## src/rtl/message_receiver_if.sv

```systemverilog
// rtl/message_receiver_if.sv - SPI-word input and frame-output bundle for message_receiver
// Purpose: groups the SPI receive handshake and the frame handshake.
// Signals:
//   spi_in       [15:0]      received SPI word
//   spi_rx_ready             a received word is pending
//   read                     one-cycle consume pulse back to SPI side
//   frame_data   [FRAME_W-1:0] assembled frame
//   frame_valid              frame_data holds a complete frame
//   frame_ack                consumer takes the frame
//   timeout_err              one-cycle pulse on partial-frame drop
//   err_count    [7:0]       wrapping count of drops
// Modports: slave = receiver side, master = SPI source / frame consumer side.
interface message_receiver_if #(
  parameter int FRAME_W = 64
);
  logic [15:0]        spi_in;
  logic               spi_rx_ready;
  logic               read;
  logic [FRAME_W-1:0] frame_data;
  logic               frame_valid;
  logic               frame_ack;
  logic               timeout_err;
  logic [7:0]         err_count;

  modport slave (
    input  spi_in, spi_rx_ready, frame_ack,
    output read, frame_data, frame_valid, timeout_err, err_count
  );

  modport master (
    output spi_in, spi_rx_ready, frame_ack,
    input  read, frame_data, frame_valid, timeout_err, err_count
  );
endinterface

```

## src/rtl/message_receiver.sv

```systemverilog
// rtl/message_receiver.sv - sync-word framed SPI word reassembler with timeout drop
// Purpose: hunts for SYNC_WORD, collects N = 2*SENSORS*BITWIDTH/16 payload words
// into one frame, holds it under a valid/ack handshake, drops partial frames after
// TIMEOUT idle cycles.
// Ports:
//   clk  rising-edge clock
//   rst  asynchronous active-low reset
//   bus  message_receiver_if.slave (SPI word input, frame output, error reporting)
module message_receiver #(
  parameter int          SENSORS   = 1,
  parameter int          BITWIDTH  = 32,
  parameter logic [15:0] SYNC_WORD = 16'hA5A5,
  parameter int          TIMEOUT   = 1024
) (
  input logic               clk,
  input logic               rst,
  message_receiver_if.slave bus
);
  localparam int FRAME_W = 2 * SENSORS * BITWIDTH;
  localparam int N       = FRAME_W / 16;
  localparam int WCW     = $clog2(N + 1);
  localparam int ICW     = $clog2(TIMEOUT + 1);

  localparam logic [WCW-1:0] LAST_WORD = WCW'(N - 1);
  localparam logic [ICW-1:0] IDLE_MAX  = ICW'(TIMEOUT);

  typedef enum logic [1:0] {HUNT, COLLECT, HOLD} state_t;

  state_t             state;
  logic               read_q;
  logic               frame_valid_q;
  logic               timeout_err_q;
  logic [7:0]         err_count_q;
  logic [FRAME_W-1:0] frame_data_q;
  logic [WCW-1:0]     word_cnt;
  logic [ICW-1:0]     idle_cnt;
  logic               accept;

  // read_q blocks a second accept on the word still presented during the consume pulse
  assign accept = bus.spi_rx_ready && !read_q && (state != HOLD);

  always_ff @(posedge clk or negedge rst) begin
    if (!rst) begin
      state         <= HUNT;
      read_q        <= 1'b0;
      frame_valid_q <= 1'b0;
      timeout_err_q <= 1'b0;
      err_count_q   <= 8'd0;
      frame_data_q  <= '0;
      word_cnt      <= '0;
      idle_cnt      <= '0;
    end else begin
      read_q        <= accept;
      timeout_err_q <= 1'b0;
      case (state)
        HUNT: begin
          if (accept && (bus.spi_in == SYNC_WORD)) begin
            state    <= COLLECT;
            word_cnt <= '0;
            idle_cnt <= '0;
          end
        end
        COLLECT: begin
          // an accept on the threshold cycle takes priority over the drop
          if (accept) begin
            for (int k = 0; k < N; k++) begin
              if (word_cnt == WCW'(k)) frame_data_q[16*k +: 16] <= bus.spi_in;
            end
            word_cnt <= word_cnt + WCW'(1);
            idle_cnt <= '0;
            if (word_cnt == LAST_WORD) begin
              state         <= HOLD;
              frame_valid_q <= 1'b1;
            end
          end else if (idle_cnt == IDLE_MAX) begin
            timeout_err_q <= 1'b1;
            err_count_q   <= err_count_q + 8'd1;
            word_cnt      <= '0;
            idle_cnt      <= '0;
            state         <= HUNT;
          end else begin
            idle_cnt <= idle_cnt + ICW'(1);
          end
        end
        HOLD: begin
          // idle counter frozen here: a slow consumer never triggers a drop
          if (bus.frame_ack) begin
            frame_valid_q <= 1'b0;
            state         <= HUNT;
            word_cnt      <= '0;
          end
        end
        default: state <= HUNT;
      endcase
    end
  end

  assign bus.read        = read_q;
  assign bus.frame_valid = frame_valid_q;
  assign bus.frame_data  = frame_data_q;
  assign bus.timeout_err = timeout_err_q;
  assign bus.err_count   = err_count_q;
endmodule

```

## src/flat_wrapper.sv

```systemverilog
// flat-port wrapper written by rule: the top's interface ports become plain ports
module message_receiver_flat 
#(
  parameter int          SENSORS   = 1,
  parameter int          BITWIDTH  = 32,
  parameter logic [15:0] SYNC_WORD = 16'hA5A5,
  parameter int          TIMEOUT   = 1024
)
  (clk, rst, bus_spi_in, bus_spi_rx_ready, bus_frame_ack, bus_read, bus_frame_data, bus_frame_valid, bus_timeout_err, bus_err_count);
  message_receiver_if #(.FRAME_W(64)) bus_i ();
  input logic clk;
  input logic rst;
  input wire logic [$bits(bus_i.spi_in)-1:0] bus_spi_in;
  input wire logic [$bits(bus_i.spi_rx_ready)-1:0] bus_spi_rx_ready;
  input wire logic [$bits(bus_i.frame_ack)-1:0] bus_frame_ack;
  output wire logic [$bits(bus_i.read)-1:0] bus_read;
  output wire logic [$bits(bus_i.frame_data)-1:0] bus_frame_data;
  output wire logic [$bits(bus_i.frame_valid)-1:0] bus_frame_valid;
  output wire logic [$bits(bus_i.timeout_err)-1:0] bus_timeout_err;
  output wire logic [$bits(bus_i.err_count)-1:0] bus_err_count;
  assign bus_i.spi_in = bus_spi_in;
  assign bus_i.spi_rx_ready = bus_spi_rx_ready;
  assign bus_i.frame_ack = bus_frame_ack;
  assign bus_read = bus_i.read;
  assign bus_frame_data = bus_i.frame_data;
  assign bus_frame_valid = bus_i.frame_valid;
  assign bus_timeout_err = bus_i.timeout_err;
  assign bus_err_count = bus_i.err_count;
  message_receiver #(.SENSORS(SENSORS), .BITWIDTH(BITWIDTH), .SYNC_WORD(SYNC_WORD), .TIMEOUT(TIMEOUT)) u_core (.clk(clk), .rst(rst), .bus(bus_i));
endmodule
```

## config.mk

```make
export PLATFORM = sky130hd
export DESIGN_NAME = message_receiver_flat
export DESIGN_NICKNAME = d
export VERILOG_FILES = /design/src/rtl/message_receiver_if.sv /design/src/rtl/message_receiver.sv /design/src/flat_wrapper.sv
export SDC_FILE = /design/constraint.sdc
export NUM_CORES = 1
export LEC_CHECK = 0
export CAP_MARGIN = 20
export CELL_PAD_IN_SITES_DETAIL_PLACEMENT = 1
export CELL_PAD_IN_SITES_GLOBAL_PLACEMENT = 1
export CORE_ASPECT_RATIO = 0.75
export CORE_MARGIN = 2
export CORE_UTILIZATION = 43
export CTS_CLUSTER_SIZE = 14
export DETAILED_ROUTE_END_ITERATION = 8
export GPL_ROUTABILITY_DRIVEN = 0
export PLACE_DENSITY = 0.93
export SYNTH_ARGS = -nofsm -noshare
export SYNTH_HDL_FRONTEND = slang
export SYNTH_SLANG_ARGS = --single-unit
```

## constraint.sdc

```tcl
create_clock -name clk -period 3.4 [get_ports clk]
set_input_delay 0.68 -clock clk [delete_from_list [all_inputs] [get_ports clk]]
set_output_delay 0.68 -clock clk [all_outputs]
set_load 0.02 [all_outputs]
```

==> qor.csv <==
stage;metric;value;unit
status;status;finished clean;
clock_tree;clock buffer depth;2;
yosys;Avg Inst Size Synth;13.7;µm²
worst_setup_path;Critical Path Slowest Stage Cell;clkdlybuf4s50_1;
yosys;most common cell in the netlist;dfrtp_1;
timing;max-slew violation count;0;
finish;Final Cell Area;5330;µm²
floorplanning;Initial Util;44.1;%
clock_tree;post-CTS setup buffer count;0;
routing;Post-route DRC;0;
clock_tree;Clk Latency, worst-skew pair;0.34;ns
yosys;EDFF count, synth;0;
yosys;Seq cells post-synth;91;
worst_setup_path;WP data arrival;2.57;ns
clock_tree;CTS tree;done;
yosys;Synthesized Nets;320;
finish;share of cells above drive strength 1;25.9;%
yosys;Yosys top cell by area;dfrtp_1;
timing;final setup violating endpoints;0;
placed_design;DP Wirelength;7560;µm
worst_setup_path;R2R depth;4;
floorplanning;DIE WIDTH;115;µm
floorplanning;Die H;87.4;µm
power_and_ir_drop;leakage;2.44;nW
finish;Post-layout nets;420;
worst_setup_path;CP Buf/Inv Count;1;
yosys;area share of the largest cell type after synthesis;57.1;%
global_route;largest net degree at the start of global routing;39;
clock_tree;CTS H-tree lvls;3;
worst_setup_path;crit-path cells;clkdlybuf4s50_1 -> nor4b_1 -> nand2_1 -> o31ai_2 -> o221ai_1;
yosys;post-synth cell types;50;
timing;Hold Slack;0.306;ns
finish;utilization after layout;58.9;%
routing;First-pass DRT Iterations;4;
placed_design;pre-CTS WS;0.640;ns
worst_setup_path;CP Data Required Time;3.59;ns
global_route;first-pass GRT wire length;17500;µm
yosys;cells after synthesis;292;
worst_setup_path;Crit Path Class;in -> reg;
timing;Layout Skew;0.00797;ns
yosys;top cells by area, synth;dfrtp_1 57%, mux2_2 18%, ha_1 2.5%;
worst_setup_path;CP startpoint kind;input pin;
timing;Worst Tran Pin Value;0.589;ns
global_route;gr ovfl total;0;
yosys;asr flop ratio synth;100;%
placed_design;PortBufs;94;
global_route;All-Layer GR Usage;23.0;%
clock_tree;CTS Hold Buffers Added;0;
job;Max-Cap Viols;0;
yosys;most common flop cell mapped by yosys;dfrtp_1;
worst_setup_path;family with the most delay on the worst path;compound AO/OA/AOI/OAI gates;
finish;Area growth syn-to-layout;33.6;%
yosys;Synth warnings;0;
timing;RSZ-0062 raised after global routing;false;
floorplanning;I/O Pins;95;
timing;Final Cycle Share;70.3;%
clock_tree;post_cts resized;0;
power_and_ir_drop;total power;2.16;mW
routing;post-DR vias/cell;5.30;
global_route;vias in the first global route;3131;
floorplanning;Die ar.;10100;µm²
finish;# diodes;0;
floorplanning;row count;30;
placed_design;DP Area;5040;µm²
hold_path;HP Class;in -> async;
power_and_ir_drop;Pwr Density;406;nW/µm²
routing;initial DRC count;156;
placed_design;Inst Count DP;509;
timing;Setup WS post-layout;1.01;ns
floorplanning;core footprint;9050;µm²
worst_setup_path;slowest stage delay, CP;0.53;ns
timing;Hold Violations, Final;0;
clock_tree;Clock Tree Root;clkbuf_16;
worst_setup_path;CP endpoint kind;flip-flop;
worst_setup_path;crit path from;bus_spi_in[4];
timing;Slew headroom;60.5;%
worst_setup_path;number of gates on the worst path with buffers counted;5;
clock_tree;clock slew at reported path FFs;0.07;ns
routing;Detail Route Antenna Nets;0;
global_route;antenna violations before repair;0;
worst_setup_path;reg-to-reg startpoint;u_core.idle_cnt[7]$_DFFE_PN0P_;
timing;Tmin final;2.39;ns
finish;Final Non-Filler Cells;525;
timing;Max Freq;419;MHz
timing;setup TNS;0;ns
yosys;sequential cell area fraction in the yosys report;57.1;%
clock_tree;CTS buffer count;9;
worst_setup_path;CP Max Fanout;7;
power_and_ir_drop;peak supply drop;0.211;mV
clock_tree;# clock sinks;91;
routing;drt total wl;11000;µm
yosys;synth cell count leaders;91 x dfrtp_1, 64 x mux2_2, 12 x nand3_1;
routing;WL per Instance;20.9;µm
routing;Via Count;2780;
yosys;Synth Cell Area;3990;µm²
[cell usage in the layout (no fill, tap or decap), types with 3 or more instances in the layout]
cell type | Yosys | final
nand4_1 | 3 | 3
nand2_1 | 10 | 10
inv_1 | 11 | 11
buf_4 | 0 | 4
mux2_2 | 64 | 64
o211ai_1 | 3 | 3
nor3_1 | 6 | 6
ha_1 | 8 | 8
a31oi_1 | 3 | 3
o21ai_0 | 5 | 5
a21oi_1 | 3 | 3
nor2_1 | 10 | 10
clkbuf_16 | 0 | 9
nand2b_1 | 4 | 4
xor2_1 | 7 | 7
dfrtp_1 | 91 | 91
nand2_2 | 4 | 4
a221o_1 | 3 | 3
clkdlybuf4s50_1 | 0 | 93
nand3_1 | 12 | 12
[flip-flops by register name (all words and copies together), names as in the netlist]
name and cells:
u_core.bus.frame_data 64, u_core.idle_cnt 11, u_core.bus.err_count 8, u_core.word_cnt 3, u_core.state 2, u_core.bus.frame_valid 1, u_core.bus.read 1, u_core.bus.timeout_err 1
[logic make-up (layout without fill, tap and decap cells)]
group / Yosys count / count (layout) / synth area share (%)
DFF: 91 / 91 / 57.1
muxes: 65 / 65 / 18.4
adders and majority gates: 8 / 8 / 2.51
AOI/OAI and AO/OA: 28 / 28 / 5.30
xor gates and xnor gates: 7 / 7 / 1.54
and+or+nand+nor: 74 / 74 / 12.4
buffers and inverters: 19 / 124 / 2.82
[worst reg2reg max path: stages (launching register included)]
cell and delay (ns):
dfrtp_1 0.47, nor4_2 0.35, nand4_2 0.43, nor2_1 0.40
mux2_2 0.37
[where the power goes]
group	switching [mW]	leakage [nW]	internal, mW	total [mW]
logic	0.0594	1.06	0.0416	0.101
clock network	0.427	0.138	0.537	0.964
registers	0.0104	1.25	1.09	1.10
[final timing paths]
check,endpoint,slack [ns]
hold / removal,u_core.bus.timeout_err$_DFF_PN0_,0.31
setup / recovery,u_core.idle_cnt[2]$_DFFE_PN0P_,1.01
max in group asynchronous,u_core.bus.frame_data[61]$_DFFE_PN0P_,2.33
hold reg to reg,u_core.bus.err_count[7]$_DFFE_PN0P_,0.48
min in group clk,u_core.bus.err_count[7]$_DFFE_PN0P_,0.48
setup reg to reg,u_core.bus.err_count[1]$_DFFE_PN0P_,1.28
[cell type report]
type	count	area, µm²
repair buffers	97	961
flip-flops and latches	91	2280
well taps	128	160
inverters	11	41.3
fillers	902	3720
multi-input cells	182	1600
clock buffers	11	253
clock inverters	5	37.5
[layer usage]
metal	vias up	global-route usage, %	routed length, µm
li1	1255	-	-
met1	1437	29.4	4800
met2	74	39.3	5550
met3	14	4.45	458
met4	0	7.89	191
met5	-	0	0
Power figures use the tool's default switching activity.
